`src/rtl/data_mem_pkg.sv`:
```
// Shared definitions for the CPU data-memory responder: state encoding,
// latency counter width and the byte-lane merge used by storage and responder.
package data_mem_pkg;

    typedef enum logic [1:0] {
        IDLE = 2'd0,
        WAIT = 2'd1,
        RESP = 2'd2
    } state_t;

    localparam int CNT_W = 4;

    // Replace the byte lanes of old_word selected by wen with those of new_word.
    function automatic logic [31:0] merge_bytes(
        input logic [31:0] old_word,
        input logic [31:0] new_word,
        input logic [3:0]  wen
    );
        logic [31:0] merged;
        merged = old_word;
        for (int i = 0; i < 4; i++) begin
            if (wen[i]) begin
                merged[8*i +: 8] = new_word[8*i +: 8];
            end
        end
        return merged;
    endfunction

endpackage

```
`src/rtl/data_ram_array.sv`:
```
// DEPTH x 32 word storage: one synchronous-write / asynchronous-read port
// with byte-lane enables, plus an asynchronous read port for the debug display.
module data_ram_array
    import data_mem_pkg::*;
#(
    parameter int AW = 5
) (
    input  logic          clk,
    input  logic [AW-1:0] addr,
    input  logic [3:0]    wen,
    input  logic [31:0]   wdata,
    output logic [31:0]   rdata,
    input  logic [AW-1:0] test_addr,
    output logic [31:0]   test_data
);

    localparam int DEPTH = 2 ** AW;

    logic [31:0] mem [DEPTH];

    // Byte-lane write on the rising edge; untouched lanes keep their value.
    // NOTE: the storage array is deliberately not reset -- contents survive resetn
    // and a reset term would prevent mapping onto RAM primitives.
    always_ff @(posedge clk) begin
        if (|wen) begin
            mem[addr] <= merge_bytes(mem[addr], wdata, wen);
        end
    end

    assign rdata     = mem[addr];
    assign test_data = mem[test_addr];

endmodule

```
`src/rtl/data_ram_responder.sv`:
```
// Handshaked data-memory responder: accepts one read or byte-lane write at a
// time and answers after LATENCY cycles; storage lives in data_ram_array.
// Optional feature macro: DATA_RAM_RANGE_CHECK_EN adds resp_err and rejects
// addresses with any bit set above the word index instead of wrapping them.
module data_ram_responder
    import data_mem_pkg::*;
#(
    parameter int AW      = 5,
    parameter int LATENCY = 2
) (
    input  logic          clk,
    input  logic          resetn,
    input  logic          req_valid,
    output logic          req_ready,
    input  logic [31:0]   req_addr,
    input  logic [3:0]    req_wen,
    input  logic [31:0]   req_wdata,
    output logic          resp_valid,
    input  logic          resp_ready,
    output logic [31:0]   resp_rdata,
`ifdef DATA_RAM_RANGE_CHECK_EN
    output logic          resp_err,
`endif
    input  logic [AW-1:0] test_addr,
    output logic [31:0]   test_data
);

    localparam logic [CNT_W-1:0] CNT_INIT = CNT_W'(LATENCY - 1);
    localparam logic [CNT_W-1:0] CNT_LAST = CNT_W'(1);

    state_t           state;
    logic [CNT_W-1:0] cnt;
    logic [AW-1:0]    lat_idx;
    logic             lat_oor;

    logic             accept;
    logic             req_oor;
    logic [AW-1:0]    req_idx;
    logic [AW-1:0]    mem_addr;
    logic [3:0]       mem_wen;
    logic [31:0]      rd_word;

    assign req_idx = req_addr[AW+1:2];
    assign accept  = req_valid & req_ready & (state == IDLE);

`ifdef DATA_RAM_RANGE_CHECK_EN
    assign req_oor = |req_addr[31:AW+2];
    logic unused_byte_offset;
    assign unused_byte_offset = ^req_addr[1:0];
`else
    assign req_oor = 1'b0;
    logic unused_addr_bits;
    assign unused_addr_bits = ^{req_addr[31:AW+2], req_addr[1:0]};
`endif

    // The single memory port follows the live request while idle (so the write
    // commits on the accept edge) and the latched index while a request is open.
    assign mem_addr = (state == IDLE) ? req_idx : lat_idx;
    assign mem_wen  = (accept && !req_oor) ? req_wen : 4'b0000;

    data_ram_array #(.AW(AW)) u_array (
        .clk       (clk),
        .addr      (mem_addr),
        .wen       (mem_wen),
        .wdata     (req_wdata),
        .rdata     (rd_word),
        .test_addr (test_addr),
        .test_data (test_data)
    );

    // Request/response FSM with latency counter and registered handshake outputs.
    // NOTE: every state element here uses <= so all updates see pre-edge values.
    always_ff @(posedge clk or negedge resetn) begin
        if (!resetn) begin
            state      <= IDLE;
            req_ready  <= 1'b0;
            resp_valid <= 1'b0;
            resp_rdata <= '0;
            cnt        <= '0;
            lat_idx    <= '0;
            lat_oor    <= 1'b0;
`ifdef DATA_RAM_RANGE_CHECK_EN
            resp_err   <= 1'b0;
`endif
        end else begin
            case (state)
                IDLE: begin
                    if (accept) begin
                        lat_idx   <= req_idx;
                        lat_oor   <= req_oor;
                        req_ready <= 1'b0;
                        if (LATENCY == 1) begin
                            // Memory still holds the old word here, so merge in the write.
                            resp_rdata <= req_oor ? '0 : merge_bytes(rd_word, req_wdata, req_wen);
                            resp_valid <= 1'b1;
`ifdef DATA_RAM_RANGE_CHECK_EN
                            resp_err   <= req_oor;
`endif
                            cnt        <= '0;
                            state      <= RESP;
                        end else begin
                            cnt   <= CNT_INIT;
                            state <= WAIT;
                        end
                    end else begin
                        req_ready <= 1'b1;
                    end
                end
                WAIT: begin
                    cnt <= cnt - 1'b1;
                    if (cnt == CNT_LAST) begin
                        resp_rdata <= lat_oor ? '0 : rd_word;
                        resp_valid <= 1'b1;
`ifdef DATA_RAM_RANGE_CHECK_EN
                        resp_err   <= lat_oor;
`endif
                        state      <= RESP;
                    end
                end
                RESP: begin
                    if (resp_ready) begin
                        resp_valid <= 1'b0;
                        req_ready  <= 1'b1;
                        state      <= IDLE;
                    end
                end
                default: begin
                    state <= IDLE;
                end
            endcase
        end
    end

endmodule

```
`config.mk`:
```
export PLATFORM = sky130hd
export DESIGN_NAME = data_ram_responder
export DESIGN_NICKNAME = d
export VERILOG_FILES = /design/src/rtl/data_mem_pkg.sv /design/src/rtl/data_ram_array.sv /design/src/rtl/data_ram_responder.sv
export SDC_FILE = /design/constraint.sdc
export NUM_CORES = 1
export LEC_CHECK = 0
export BUFFER_PORTS_ARGS = -buffer_cell sky130_fd_sc_hd__buf_2
export CAP_MARGIN = 20
export CELL_PAD_IN_SITES_DETAIL_PLACEMENT = 2
export CELL_PAD_IN_SITES_GLOBAL_PLACEMENT = 2
export CORE_MARGIN = 2
export CORE_UTILIZATION = 52
export CTS_CLUSTER_DIAMETER = 50
export CTS_CLUSTER_SIZE = 28
export DETAILED_ROUTE_END_ITERATION = 7
export PLACE_DENSITY = 0.81
export SYNTH_ARGS = -nofsm -noshare
export SYNTH_HDL_FRONTEND = slang
export SYNTH_SLANG_ARGS = --single-unit
export TNS_END_PERCENT = 50
```
`constraint.sdc`:
```
create_clock -name clk -period 8.5 [get_ports clk]
set_input_delay 0.425 -clock clk [delete_from_list [all_inputs] [get_ports clk]]
set_output_delay 0.425 -clock clk [all_outputs]
set_load 0.02 [all_outputs]
```
==> results.env <==
POWER_REPORT.INTERNAL_TOTAL_mW=12.56
TIMING.CRITICAL_PATH.BUF_INV=2
YS_WARN_COUNT=0
WL_MET1_UM=65570
RSZ0062_AT_GRT='false'
SYNTH.CELL_AREA_UM2=47160
ROUTED_WL_UM=197500
PATH_CLASS='flip-flop to flip-flop'
YOSYSUNIQUECELLTYPES=34
CELLLEAKAGEPOWER_nW=17.02
FIRST_GLOBAL_VIAS=33646
CTSROOTBUFFERMASTER='sky130_fd_sc_hd__clkbuf_16'
TOP_LAYER_USED='met5'
DP.FINAL_HPWL_UM=94990
TRITONCTS='yes'
WORSTPATHREQUIRED_NS=8.95
CTS.SINK_COUNT=1069
IO_BUFFER_COUNT=115
CPLARGESTDELAYFAMILY='buffers and inverters'
POST_SYNTH.CELL_AREA_AVG_UM2=18.87
STARTPOINT_TYPE='flip-flop'
COUNT_OF_FLIP_FLOPS_WITH_A_BUILT_IN_ENABLE_AFTER_SYNTHESIS=1024
DRT.ANTENNA.VIOLATING_NETS=0
DRV.MAX_CAP_VIOLATION_COUNT=0
FINALSETUPVIOLATIONS=0
CTS_BUFFER_DEPTH=3
CORE_REGION_AREA_UM2=90010
MAPPEDNETLISTNETS=2578
CLK-INSERTION-DELAY-LATE_NS=0.75
COMBINATIONALPOWERSHARE_PCT=32.3
POWER_PER_CELL_AREA_nW_PER_UM2=379.8
GRT_OVERFLOW=0
NUM-FILL-CELLS=7262
SYNTH_ASYNC_SR_FLOP_SHARE_PCT=4.210
NET-SWITCHING-POWER_mW=7.667
WORST_PATH_MAX_DELAY_CELL='sky130_fd_sc_hd__buf_4'
GRT_MAX_DEGREE=177
HOLD_VIOL_FINAL=0
DIE_X_UM=305.2
ROUTE.DETAILED.DRC=0
PLACE.GP.CONGESTION=0.7733
HTREE_NUM_LEVELS=3
FIRSTDRTPASSITERS=7
CRITICAL-PATH-MAX-STAGE-DELAY_NS=1.04
CLKPWRFRAC_PCT=27.2
PERIOD_SHARE_PCT=60.07
TIMING.MAX_SLEW.REL_SLACK_PCT=16.86
WL_MET2_UM=94760
WORST_HOLD_PATH_TYPE='input pin to flip-flop'
INITIAL_UTILIZATION_PCT=52.40
CTS_INSERTED_BUFFERS=115
POST-ROUTE-MIN-PERIOD_NS=5.106
FINAL.SETUP_SKEW_NS=0.03299
OVERALL_DIE_AREA_UM2=93120
IR_WORST_VDD_mV=0.3561
POST_CTS.REPAIR.SETUP_BUFFERS=0
STATUS='finished, final reports clean'
GLOBALROUTETOTALUTIL_PCT=42.34
CRIT_CHAIN='nor2_8, nand3b_1, o21ai_4, buf_12, buf_4, a221oi_1, o22ai_1, or4_1, mux2_2'
POSTSYNTHREGISTERBITS=1069
POWER.SHARE.SWITCHING_PCT=37.90
DIE_H_UM=305.2
TIMING.CRITICAL_PATH.FANOUT_MAX=176
YOSYSSEQAREASHARE_PCT=67.59
FINALSETUPTNS_NS=0
TOTALPOWERFINAL_mW=20.23
DETAILED_ROUTE_WIRELENGTH_ON_METAL3_UM=23220
NNETSFINAL=2658
FLOW.AREA_GROWTH_FROM_SYNTHESIS_PCT=12.94
TIGHTESTPINTRANSITION_NS=1.244
DRIVE_ABOVE_1_SHARE_PCT=31.74
POWER.SEQUENTIAL.FRACTION_PCT=40.5
SETUP.WORST_PATH.END_CLASS='flip-flop'
ROUTED_WIRE_LENGTH_PER_INSTANCE_UM=51.17
SYNTHESIS.INSTANCES=2499
PLACEMENT_ROWS=110
NUM_IO_PINS=143
CLKTRANSATPATHREGS_NS=0.07
SYNTH_TOP_FLOP_CELL='sky130_fd_sc_hd__edfxtp_1'
CRITICAL_PATH_ARRIVAL_NS=5.55
DRT-INITIAL-DRC-COUNT=5738
WIRE_LENGTH_OF_THE_FIRST_GLOBAL_ROUTING_PASS_UM=274900
LAYOUT_COMMON_CELLS='sky130_fd_sc_hd__edfxtp_1, sky130_fd_sc_hd__mux4_2, sky130_fd_sc_hd__a22o_1, sky130_fd_sc_hd__a221oi_1, sky130_fd_sc_hd__o22ai_1'
SLEW_VIOL_FINAL=0
VIA_PER_INST=8.457
DR_TOTAL_VIAS=32634
MOST_FREQUENT_STANDARD_CELL_IN_THE_LAYOUT_EXCLUDING_FILL_AND_TAP_CELLS='sky130_fd_sc_hd__edfxtp_1'
NUMBER_OF_ANTENNA_VIOLATIONS_AT_THE_FIRST_CHECK_IN_GLOBAL_ROUTING=7
FMAX_GHz=0.1958
FINAL_CORE_UTIL_PCT=59.17
-- path summary, 6_finish.rpt --
check,slack [ns],cells past startpoint,start,to
worst max-delay path,3.39,9,state[1]$_DFFE_PN0P_,u_array.mem[6][14]$_DFFE_PP_
worst min-delay path,0.04,3,req_addr[2],lat_idx[0]$_DFFE_PN0P_
worst max register to register,3.39,9,state[1]$_DFFE_PN0P_,u_array.mem[6][14]$_DFFE_PP_
worst min register to register,0.50,1,resp_rdata[5]$_DFFE_PN0P_,resp_rdata[5]$_DFFE_PN0P_
max in group asynchronous,7.41,2,resetn,resp_rdata[29]$_DFFE_PN0P_
min in group asynchronous,0.40,2,resetn,cnt[1]$_DFFE_PN0P_
-- logic make-up after synthesis --
family / Yosys count / share of synthesized area, %
XOR/XNOR: 1 / 0.01857
multiplexers: 419 / 17.64
adder cells (fa/ha/maj): 2 / 0.05305
AND/OR/NAND/NOR: 131 / 1.459
AO/OA/AOI/OAI: 655 / 11.38
buffers and inverters: 222 / 1.865
flip-flops: 1069 / 67.59
-- timing repair --
item                      in CTS  in global routing
hold endpoints to repair      47                  0
gates resized for setup        0                  0
hold buffers                   3                  0
-- worst reg2reg max path, stage by stage (launching register included) --
cell                       delay, ns
sky130_fd_sc_hd__dfrtp_1        0.52
sky130_fd_sc_hd__nor2_8         0.42
sky130_fd_sc_hd__nand3b_1       0.23
sky130_fd_sc_hd__o21ai_4        0.13
sky130_fd_sc_hd__buf_12         0.58
sky130_fd_sc_hd__buf_4          1.32
sky130_fd_sc_hd__a221oi_1       0.39
sky130_fd_sc_hd__o22ai_1        0.28
sky130_fd_sc_hd__or4_1          0.33
sky130_fd_sc_hd__mux2_2         0.61
-- power groups by stage --
| stage | combinational, mW | sequential [mW] | clock [mW] |
|---|---|---|---|
| after floorplan | 3.67 | 8.25 | 0 |
| after global placement | 5.61 | 8.19 | 0 |
| after detailed placement | 6.14 | 8.26 | 0 |
| after CTS | 6.37 | 8.18 | 5.49 |
| after global routing | 6.79 | 8.20 | 5.65 |
| final | 6.54 | 8.19 | 5.50 |
-- metrics by stage --
step	worst slack [ns]	hold slack, ns	area [µm²]	cells
floorplan	4.792	0.1294	47160	2499
global placement	3.959	0.4809	49200	3634
detailed placement	3.720	0.4884	49200	3634
CTS	3.568	0.006979	53240	3856
global route	3.330	0.02819	53260	3859
finish	3.394	0.03798	53260	3859
-- cell type report --
type	count	area [µm²]	share of cell area [%]
flip-flops and latches	1069	31880	59.84
multi-input cells	1208	14710	27.62
clock buffers	122	2955	5.548
well taps	1176	1471	2.763
repair buffers	182	1180	2.215
clock inverters	97	1055	1.980
inverters	3	11.26	0.02114
diodes	2	5.005	0.009396
-- routing by layer --
| metal | up-vias | GRT usage, % |
|---|---|---|
| met2 | 3235 | 67.30 |
| li1 | 11360 | - |
| met1 | 17179 | 52.37 |
| met4 | 14 | 26.91 |
| met3 | 846 | 10.53 |
| met5 | - | 0 |
-- registers in the layout (all words and copies together), names as in the netlist --
register,count
u_array.mem,1024
resp_rdata,32
lat_idx,5
cnt,4
state,2
req_ready,1
resp_valid,1
-- cell usage after synthesis (6+ instances only) --
master / count / area (µm²)
sky130_fd_sc_hd__mux2_2: 97 / 1092
sky130_fd_sc_hd__buf_1: 43 / 161.4
sky130_fd_sc_hd__dfrtp_1: 45 / 1126
sky130_fd_sc_hd__buf_2: 37 / 185.2
sky130_fd_sc_hd__nand2_1: 36 / 135.1
sky130_fd_sc_hd__o21ai_0: 8 / 40.04
sky130_fd_sc_hd__mux4_2: 320 / 7207
sky130_fd_sc_hd__o22ai_1: 128 / 800.8
sky130_fd_sc_hd__or4_1: 33 / 247.7
sky130_fd_sc_hd__clkbuf_1: 139 / 521.8
sky130_fd_sc_hd__a221oi_1: 256 / 2242
sky130_fd_sc_hd__edfxtp_1: 1024 / 30750
sky130_fd_sc_hd__nand2b_1: 6 / 37.54
sky130_fd_sc_hd__nor2_1: 39 / 146.4
sky130_fd_sc_hd__a22o_1: 256 / 2242
(Power assumes the default switching activity.)
